**config.mk**
```make
export PLATFORM = sky130hd
export DESIGN_NAME = neokeon_round_state
export DESIGN_NICKNAME = d
export VERILOG_FILES = /design/src/rtl/neokeon_round_state.sv
export SDC_FILE = /design/constraint.sdc
export NUM_CORES = 1
export LEC_CHECK = 0
export CAP_MARGIN = 40
export CORE_AREA = 2 2 156 158
export CTS_BUF_LIST = sky130_fd_sc_hd__clkbuf_4
export DETAILED_ROUTE_END_ITERATION = 8
export DIE_AREA = 0 0 158 160
export HOLD_SLACK_MARGIN = 0.12
export PLACE_DENSITY = 0.73
export SYNTH_ARGS = -nofsm -noshare
export SYNTH_HDL_FRONTEND = slang
export SYNTH_SLANG_ARGS = --single-unit
export TNS_END_PERCENT = 20
```
**constraint.sdc**
```tcl
create_clock -name inClk -period 2.9 [get_ports inClk]
set_input_delay 0.58 -clock inClk [delete_from_list [all_inputs] [get_ports inClk]]
set_output_delay 0.58 -clock inClk [all_outputs]
set_load 0.05 [all_outputs]
```
**src/rtl/neokeon_round_state.sv**
```systemverilog
// Neokeon round state register: loads a block, runs ROUNDS internal writes, then holds the result until it is consumed.
// Optional macro NEOKEON_ROUND_STATE_CLEAR_EN clears the state register on the result handshake and on abort.
module neokeon_round_state #(
   parameter int unsigned DATA_W  = 128,
   parameter int unsigned ROUNDS  = 16,
   parameter int unsigned ROUND_W = 5
) (
   input  logic               inClk,
   input  logic               inRstN,
   input  logic               inExtValid,
   output logic               outExtReady,
   input  logic [DATA_W-1:0]  inExtData,
   input  logic [DATA_W-1:0]  inIntData,
   input  logic               inAbort,
   output logic [DATA_W-1:0]  outData,
   output logic [ROUND_W-1:0] outRound,
   output logic               outBusy,
   output logic               outValid,
   input  logic               inOutReady
);

   localparam logic [ROUND_W-1:0] LAST_RND = ROUND_W'(ROUNDS - 1);

   typedef enum logic [1:0] {
      IDLE = 2'd0,
      RUN  = 2'd1,
      DONE = 2'd2
   } state_e;

   state_e             state_q, state_d;
   logic [DATA_W-1:0]  data_q, data_d;
   logic [ROUND_W-1:0] round_q, round_d;
   logic               ext_ready_q, ext_ready_d;
   logic               busy_q, busy_d;
   logic               valid_q, valid_d;

   // Next-state, datapath and status decode; abort overrides every other input
   always_comb begin
      state_d = state_q;
      data_d  = data_q;
      round_d = round_q;
      if (inAbort) begin
         state_d = IDLE;
         round_d = '0;
`ifdef NEOKEON_ROUND_STATE_CLEAR_EN
         data_d  = '0;
`endif
      end else begin
         case (state_q)
            IDLE: begin
               if (inExtValid) begin
                  data_d  = inExtData;
                  round_d = '0;
                  state_d = RUN;
               end
            end
            RUN: begin
               data_d  = inIntData;
               round_d = round_q + ROUND_W'(1);
               if (round_q == LAST_RND) begin
                  state_d = DONE;
               end
            end
            DONE: begin
               // A load request here is deliberately not honoured until IDLE
               if (inOutReady) begin
                  state_d = IDLE;
                  round_d = '0;
`ifdef NEOKEON_ROUND_STATE_CLEAR_EN
                  data_d  = '0;
`endif
               end
            end
            default: begin
               state_d = IDLE;
               round_d = '0;
            end
         endcase
      end
      ext_ready_d = (state_d == IDLE);
      busy_d      = (state_d == RUN);
      valid_d     = (state_d == DONE);
   end

   always_ff @(posedge inClk or negedge inRstN) begin
      if (!inRstN) begin
         state_q     <= IDLE;
         data_q      <= '0;
         round_q     <= '0;
         ext_ready_q <= 1'b1;
         busy_q      <= 1'b0;
         valid_q     <= 1'b0;
      end else begin
         state_q     <= state_d;
         data_q      <= data_d;
         round_q     <= round_d;
         ext_ready_q <= ext_ready_d;
         busy_q      <= busy_d;
         valid_q     <= valid_d;
      end
   end

   assign outData     = data_q;
   assign outRound    = round_q;
   assign outExtReady = ext_ready_q;
   assign outBusy     = busy_q;
   assign outValid    = valid_q;

endmodule

```
Word level (Yosys, flattened, before mapping)

Index checks and enable logic that the tools add are counted.

Muxes and demuxes: 11
Reduce and logical (&&, ||, !) cells: 5
Eq/ne operators: 8
Add/subtract/negate cells: 1
Bitwise gates (word level): 1

Operator list:

| cell                  | number |
|---|---|
| $pmux W128 S2         | 1 |
| $mux W128             | 1 |
| $mux W5               | 3 |
| $pmux W5 S3           | 1 |
| $mux W2               | 4 |
| $ne A3 B3 Y1 const B  | 2 |
| $pmux W2 S3           | 1 |
| $add A5 B1 Y5 const B | 1 |
| $eq A5 B4 Y1 const B  | 1 |
| $eq A2 B1 Y1 const B  | 2 |
| $eq A2 B2 Y1 const B  | 2 |
| $logic_not A2 Y1      | 2 |
| $reduce_and A3 Y1     | 1 |
| $ne A2 B2 Y1 const B  | 1 |
| $reduce_and A2 Y1     | 1 |
| $reduce_bool A2 Y1    | 1 |
| $not A1 Y1            | 1 |

Word-level logic and storage cells: 32
Input bits: 261
Output and inout port bits: 136
Flip-flop bits (word level): 138

Longest topological paths before layout

Gate-level depths: netlist of the first run.

Depth in word-level cells: 5
Depth in mapped cells: 6
Depth with buffers taken out: 6

Worst setup path before layout of the first run

No wires, ideal clock.

Path type: input -> register
Start: input port inAbort
End: register data_q[10] (netlist: outData[10])
Setup slack: 1223 ps
Cell stages on the path: 4
Setup time: 125 ps
Arrival: 1553 ps
Required time: 2775 ps
Cells stage by stage: nor3_2 buf_2 buf_2 mux2_2

Longest elaborated chain between the ends: 2

RTL lines:

| what                               | line | text |
|---|---|---|
| start, declared                    | 14   | `input logic inAbort,` |
| $not A1 Y1 (no source line)        | n/a  |  |
| $reduce_and A3 Y1 (no source line) | n/a  |  |
| end signal, assigned               | 95   | `data_q <= data_d;` |
| end, declared                      | 31   | `logic [DATA_W-1:0] data_q, data_d;` |

Every way passes these cells.
A chain may end at the register's enable or synchronous reset.

Worst setup path in the final report of the first run

Start: register ext_ready_q (netlist: outExtReady)
End: output port outExtReady

RTL lines:

| what                   | line | text |
|---|---|---|
| start, declared        | 33   | `logic ext_ready_q, ext_ready_d;` |
| start signal, assigned | 97   | `ext_ready_q <= ext_ready_d;` |
| end, declared          | 11   | `output logic outExtReady,` |

No word-level cell between the ends.

==> results by group, run 1 <==
Clock tree
  – Cts bufs inserted: 17
  – Htree depth: 4
  – Clock tree buffer depth: 2
  – Clock Sinks: between 100 and 150
  – Worst-Skew Late Latency: ~0.53 ns
  – CTS clk-pin slew, worst paths: around 0.14 ns
  – Root Driver: clkbuf_4
  – TritonCTS clock tree: built

Yosys
  – Syn_nets: around 710
  – Area contributors post-synth: dfrtp_1 (51%), mux2_2 (43%), buf_2 (1.9%), a22o_1 (0.52%), dfstp_2 (0.39%)
  – Mapped Area: ~6700 sq um
  – Post-synth top area cell: dfrtp_1
  – Commonest cells in the synthesized netlist: mux2_2 (257), dfrtp_1 (137), buf_2 (25)
  – Ys Warns: 0
  – Post-synth top area share: 51.3%
  – Post-synth cell types: 23
  – Seq/Total Area, Yosys: 51.7%
  – Dominant synthesized flop cell: dfrtp_1
  – EDFF count, synth: 0
  – Share of flip-flops with an asynchronous set or reset: 100%
  – Gate Count Post-Synth: 449
  – Register bit count reported by yosys: 138
  – Syn avg cell area: 14.9 sq um
  – Count leader, synth: mux2_2

Critical path
  – FF-to-FF Start: state_q[1]
  – Crit Path Class: reg2out
  – Crit Path Max Fanout: 1
  – Crit path largest cell delay: slightly above 0.8 ns
  – Buf+Inv Stages, Crit Path: 1
  – R2R setup slack: approximately 0.92 ns
  – Critical path endpoint category: output pin
  – Critical Path, Cell by Cell: clkdlybuf4s50_1
  – Critical path data arrival time: approximately 1.9 ns
  – Worst EP required: roughly 2.3 ns
  – Critical Path Slowest Stage Cell: clkdlybuf4s50_1
  – Largest delay share family, worst path: buffers and inverters
  – R2R depth: 4
  – R2r endpoint: outData[75]
  – Startpoint Class: flip-flop

STA
  – Hold Slack: between 0.4 and 0.5 ns
  – Fin Clk Skew: between 0.02 and 0.025 ns
  – Setup-failing EPs final: 0
  – Final min period: around 2.4 ns
  – Fmax: roughly 400 MHz
  – Tcrit/Tclk final: a little over four fifths
  – RSZ-0062 raised after global routing: false
  – Relative slew slack: 56.9%
  – Worst Tran Pin Value: between 0.6 and 0.7 ns
  – Setup TNS: 0 ns
  – Final slew viol count: 0
  – Final hold viol count: 0

Final layout
  – Diodes inserted: 0
  – Fin nets: approximately 1100
  – Final Core Density: 47.7%
  – Fin area: around 11000 sq um
  – FILL cells: around 2200
  – Area Overhead vs Synth: 69.8%
  – Layout cells sized above 1: approximately a third

Floorplanning
  – Initial cell density of the core: roughly 28%
  – Row cnt: between 50 and 60
  – Core area: 23800 sq um
  – Die Width: between 150 and 200 um
  – Die Span Y: 160 um
  – Total I/O pin count: between 300 and 400
  – Die area: about 25000 sq um

Global routing
  – Vias in the first global route: approximately 5500
  – First-pass GRT wire length: approximately 30 mm
  – Tot GR Track Use: about 16%
  – Largest net degree at the start of global routing: 88
  – Gr ovfl total: 0
  – Initial antenna violation count: 0

Pwr
  – Peak supply drop: between 200 and 300 uV
  – Leak: between 4 and 5 nW
  – PD cells: 601 nW/um^2

Routing
  – 1st-pass router iterations: 4
  – Via count: about 5100
  – ANT nets after route: 0
  – Vias/cell: 4.36
  – WL per Instance: roughly 17 um
  – DR DRC count: 0
  – Initial DRC count: about 140
  – Final WL: 19.8 mm

Placement
  – Post-place instance area: ~11000 sq um
  – Port Buffers: slightly below 400
  – Detailed placer's ending HPWL: ~15 mm
  – GP Congestion: 0.714

Min path
  – Worst hold path class: in2async

Job
  – Max Cap Viol: 0

Outcome
  – Status: finished clean
==> power by group <==
part	total, mW	switching (mW)	internal (mW)
registers	2.43	0.168	2.26
logic	3.03	1.73	1.30
clock network	1.37	0.758	0.613
total	6.82	2.65	4.17
==> stage by stage <==
stage	instances	power, mW	worst slack, ns
2_1_floorplan	449	4.25	1.22
3_3_place_gp	1148	5.49	0.575
3_5_place_dp	1148	5.52	0.528
4_1_cts	1180	6.95	0.354
5_1_grt	1180	7.17	0.323
6_report	1180	6.82	0.457
==> state kept, by name, indices dropped and copies added (netlist names) <==
register and cells:
outExtReady 1, state_q 2, outBusy 1, outData 128, outRound 5, outValid 1
==> worst reg2reg max path, cell delays in order (launching register included) <==
cell and delay [ns]:
dfrtp_1 0.51, nor2b_4 0.30, buf_12 0.31, mux2_2 0.50
mux2_2 0.27
==> repair_timing <==
item / in CTS / in global routing
resized for setup: 0 / 0
hold buffers: 1 / 0
setup buffers: 0 / 0
hold endpoints to repair: 16 / 0
==> cell type report <==
| type | instances | area, sq um | area share (%) |
|---|---|---|---|
| flip-flops and latches | 138 | 3450 | 30.4 |
| repair buffers | 404 | 4090 | 36.0 |
| clock inverters | 13 | 169 | 1.49 |
| clock buffers | 18 | 135 | 1.19 |
| inverters | 2 | 7.51 | 0.0661 |
| multi-input cells | 281 | 3090 | 27.2 |
| well taps | 324 | 405 | 3.57 |
==> routing by layer <==
layer / vias up / global-route usage, % / part of all wire (%)
met1: 2473 / 17.6 / 40
met4: 0 / 5.86 / 2.7
met3: 32 / 5.29 / 8.8
met5: - / 0 / 0
li1: 2414 / - / -
met2: 226 / 26.7 / 49
==> worst max-delay path by stage <==
stage,cells after the start,to,from
after floorplan,4,outData[10],inAbort
after global placement,4,outData[31],inAbort
after detailed placement,4,outData[46],inAbort
after CTS,1,outExtReady,outExtReady
after global routing,1,outExtReady,outExtReady
final,1,outExtReady,outExtReady
==> logic make-up after synthesis <==
family,Yosys count,share of synthesized area [%]
muxes,257,43.3
DFF,138,51.7
buffers and inverters,30,2.26
and+or+nand+nor,12,1.16
AOI/OAI and AO/OA,8,0.973
xor gates and xnor gates,2,0.262
adders and majority gates,2,0.374
==> layout by cell type (no fill, tap or decap) <==
cell type,instances
inv_6,3
nor2_1,1
a21oi_1,3
nor2b_1,1
buf_12,5
clkbuf_4,18
inv_1,2
nor2b_4,1
nand2_1,1
and2b_1,1
xnor2_1,1
dfstp_2,1
nand3b_1,1
a2111oi_2,1
and3_1,1
clkinvlp_4,1
buf_4,2
nand3_1,1
xor2_1,1
and2_1,2
nor3_4,1
dlygate4sd3_1,1
clkinv_2,2
mux2_2,257
dfrtp_1,137
ha_1,2
clkdlybuf4s50_1,395
a22o_1,4
or3b_2,1
buf_6,1
bufinv_16,3
clkinv_4,4
(Power assumes the default switching activity.)
==> run 2: changes to the inputs <==
- CORE_AREA: 2 2 156 158 -> 2 2 155 157
- DIE_AREA: 0 0 158 160 -> 0 0 157 159
- PLACE_DENSITY: 0.73 -> 0.74
- clock period: 2.9 -> 2.3 ns (I/O delays scaled with it)
==> results by group, run 2 (synthesized netlist as in run 1, its figures left out) <==
Critical path
  – Critical Path, Cell by Cell: clkdlybuf4s50_1
  – Startpoint Class: flip-flop
  – Largest delay share family, worst path: buffers and inverters
  – Critical Path Slowest Stage Cell: clkdlybuf4s50_1
  – Crit Path Max Fanout: 2 (+1)
  – Buf+Inv Stages, Crit Path: 1 (unchanged)
  – Critical path data arrival time: 1.72 ns (-0.14 ns)
  – Crit Path Class: reg2out
  – Crit path largest cell delay: 0.82 ns (about the same)
  – Worst EP required: 1.84 ns (-0.48 ns)
  – Critical path endpoint category: output pin

Routing
  – Final WL: 19.8 mm (+0.14%)
  – ANT nets after route: 0 (unchanged)
  – Vias/cell: 4.38 (+0.45%)
  – Via count: 5238 (+1.8%)
  – DR DRC count: 0 (unchanged)
  – WL per Instance: 16.5 um (-1.2%)
  – Initial DRC count: 91 (-34%)
  – 1st-pass router iterations: 4 (unchanged)

Floorplanning
  – Die Span Y: 159 um (-0.63%)
  – Die area: 25000 sq um (-1.3%)
  – Row cnt: 56 (-1.8%)
  – Initial cell density of the core: 28.8% (+0.76 points)
  – Die Width: 157 um (-0.63%)
  – Core area: 23200 sq um (-2.6%)
  – Total I/O pin count: 397 (unchanged)

Global routing
  – Gr ovfl total: 0 (unchanged)
  – Vias in the first global route: 5641 (+1.8%)
  – First-pass GRT wire length: 30.3 mm (+0.67%)
  – Tot GR Track Use: 15.6% (+0.12 points)
  – Largest net degree at the start of global routing: 56 (-36%)
  – Initial antenna violation count: 0 (unchanged)

Outcome
  – Status: finished clean

Clock tree
  – TritonCTS clock tree: built
  – Htree depth: 4 (unchanged)
  – Root Driver: clkbuf_4
  – Clock tree buffer depth: 2 (unchanged)
  – Cts bufs inserted: 17 (unchanged)
  – Worst-Skew Late Latency: 0.51 ns (-0.02 ns)
  – Setup Buffers After CTS: 0 (unchanged)
  – CTS clk-pin slew, worst paths: 0.14 ns (about the same)
  – Clock Sinks: 138 (unchanged)

Pwr
  – Total power: 8.50 mW (+25%)
  – Peak supply drop: 361 uV (+40%)
  – Leak: 4.72 nW (+5.5%)
  – PD cells: 737 nW/um^2 (+23%)

STA
  – Worst Tran Pin Value: 0.604 ns (-0.0408 ns)
  – Fmax: about 460 MHz
  – Final slew viol count: 0 (unchanged)
  – Setup ws final: 0.119 ns (-0.338 ns)
  – Setup TNS: 0 ns (unchanged)
  – RSZ-0062 raised after global routing: false
  – Setup-failing EPs final: 0 (unchanged)
  – Tcrit/Tclk final: between 90% and 100%
  – Fin Clk Skew: 0.0353 ns (+0.0139 ns)
  – Final hold viol count: 0 (unchanged)
  – Relative slew slack: 59.6% (+2.7 points)
  – Hold Slack: 0.451 ns (+0.0195 ns)
  – Final min period: 2.18 ns

Final layout
  – Fin nets: 1128 (+1.9%)
  – Max reg flops: 128 (unchanged)
  – Layout cells sized above 1: 36.7% (+1.6 points)
  – Leading cell type in the layout, fill and taps excluded: clkdlybuf4s50_1
  – Diodes inserted: 0 (unchanged)
  – Area Overhead vs Synth: 72.5%
  – Fin cells: 1196 (+1.4%)
  – Commonest non-fill, non-tap cells in the layout: clkdlybuf4s50_1 (374), mux2_2 (257), dfrtp_1 (137)

Min path
  – Worst hold path class: in2async

Placement
  – GP Congestion: 0.764 (+7.1%)
  – Port Buffers: 396 (unchanged)
  – Pre-CTS setup slack: 0.156 ns (-0.372 ns)
  – Detailed placer's ending HPWL: 15.7 mm (+2.6%)
  – Placed Instances: 1164 (+1.4%)

Job
  – Max Cap Viol: 0 (unchanged)
-- run 2: through the flow --
| step | instance area, sq um | utilization (%) |
|---|---|---|
| global placement | 11200 | 48.4 |
| floorplan | 6690 | - |
| CTS | 11500 | 49.6 |
| detailed placement | 11200 | 48.4 |
| finish | 11500 | 49.7 |
| global route | 11500 | 49.7 |
-- run 2: path summary, 6_finish.rpt --
check / from / endpoint / slack (ns) / cells past startpoint
min in group inClk: outData[19] / outData[19] / 0.52 / 1
hold / removal: inRstN / outData[40] / 0.45 / 2
setup / recovery: outData[88] / outData[88] / 0.12 / 1
hold reg to reg: outData[19] / outData[19] / 0.52 / 1
max in group asynchronous: inRstN / outExtReady / 1.10 / 3
setup reg to reg: state_q[0] / outData[37] / 0.34 / 5
-- run 2: repair_timing --
action	CTS	global route
pin swaps	0	0
gates resized for setup	8	13
endpoints found under the setup margin	8	13
hold buffers	1	0
endpoints found under the hold margin	43	0
-- run 2: layer usage --
metal  global-route usage (%)  vias up  part of all wire, %
met5                        0        -                    0
met4                     4.75        0                  1.9
met3                     4.93       23                  8.4
met2                     28.0      224                   51
met1                     17.6     2521                   39
li1                         -     2470                    -
-- run 2: layout make-up --
class / count / area, sq um
Timing Repair Buffer: 425 / 4300
Inverter: 2 / 7.51
Multi-Input combinational cell: 281 / 3090
Fill cell: 2104 / 11700
Tap cell: 319 / 399
Sequential cell: 138 / 3450
Clock inverter: 13 / 144
Clock buffer: 18 / 135
-- run 2: where the power goes --
| part | internal, mW | total, mW | switching [mW] |
|---|---|---|---|
| sequential | 2.85 | 3.06 | 0.214 |
| combinational | 1.66 | 3.84 | 2.18 |
| clock | 0.660 | 1.59 | 0.931 |
| total | 5.17 | 8.50 | 3.33 |
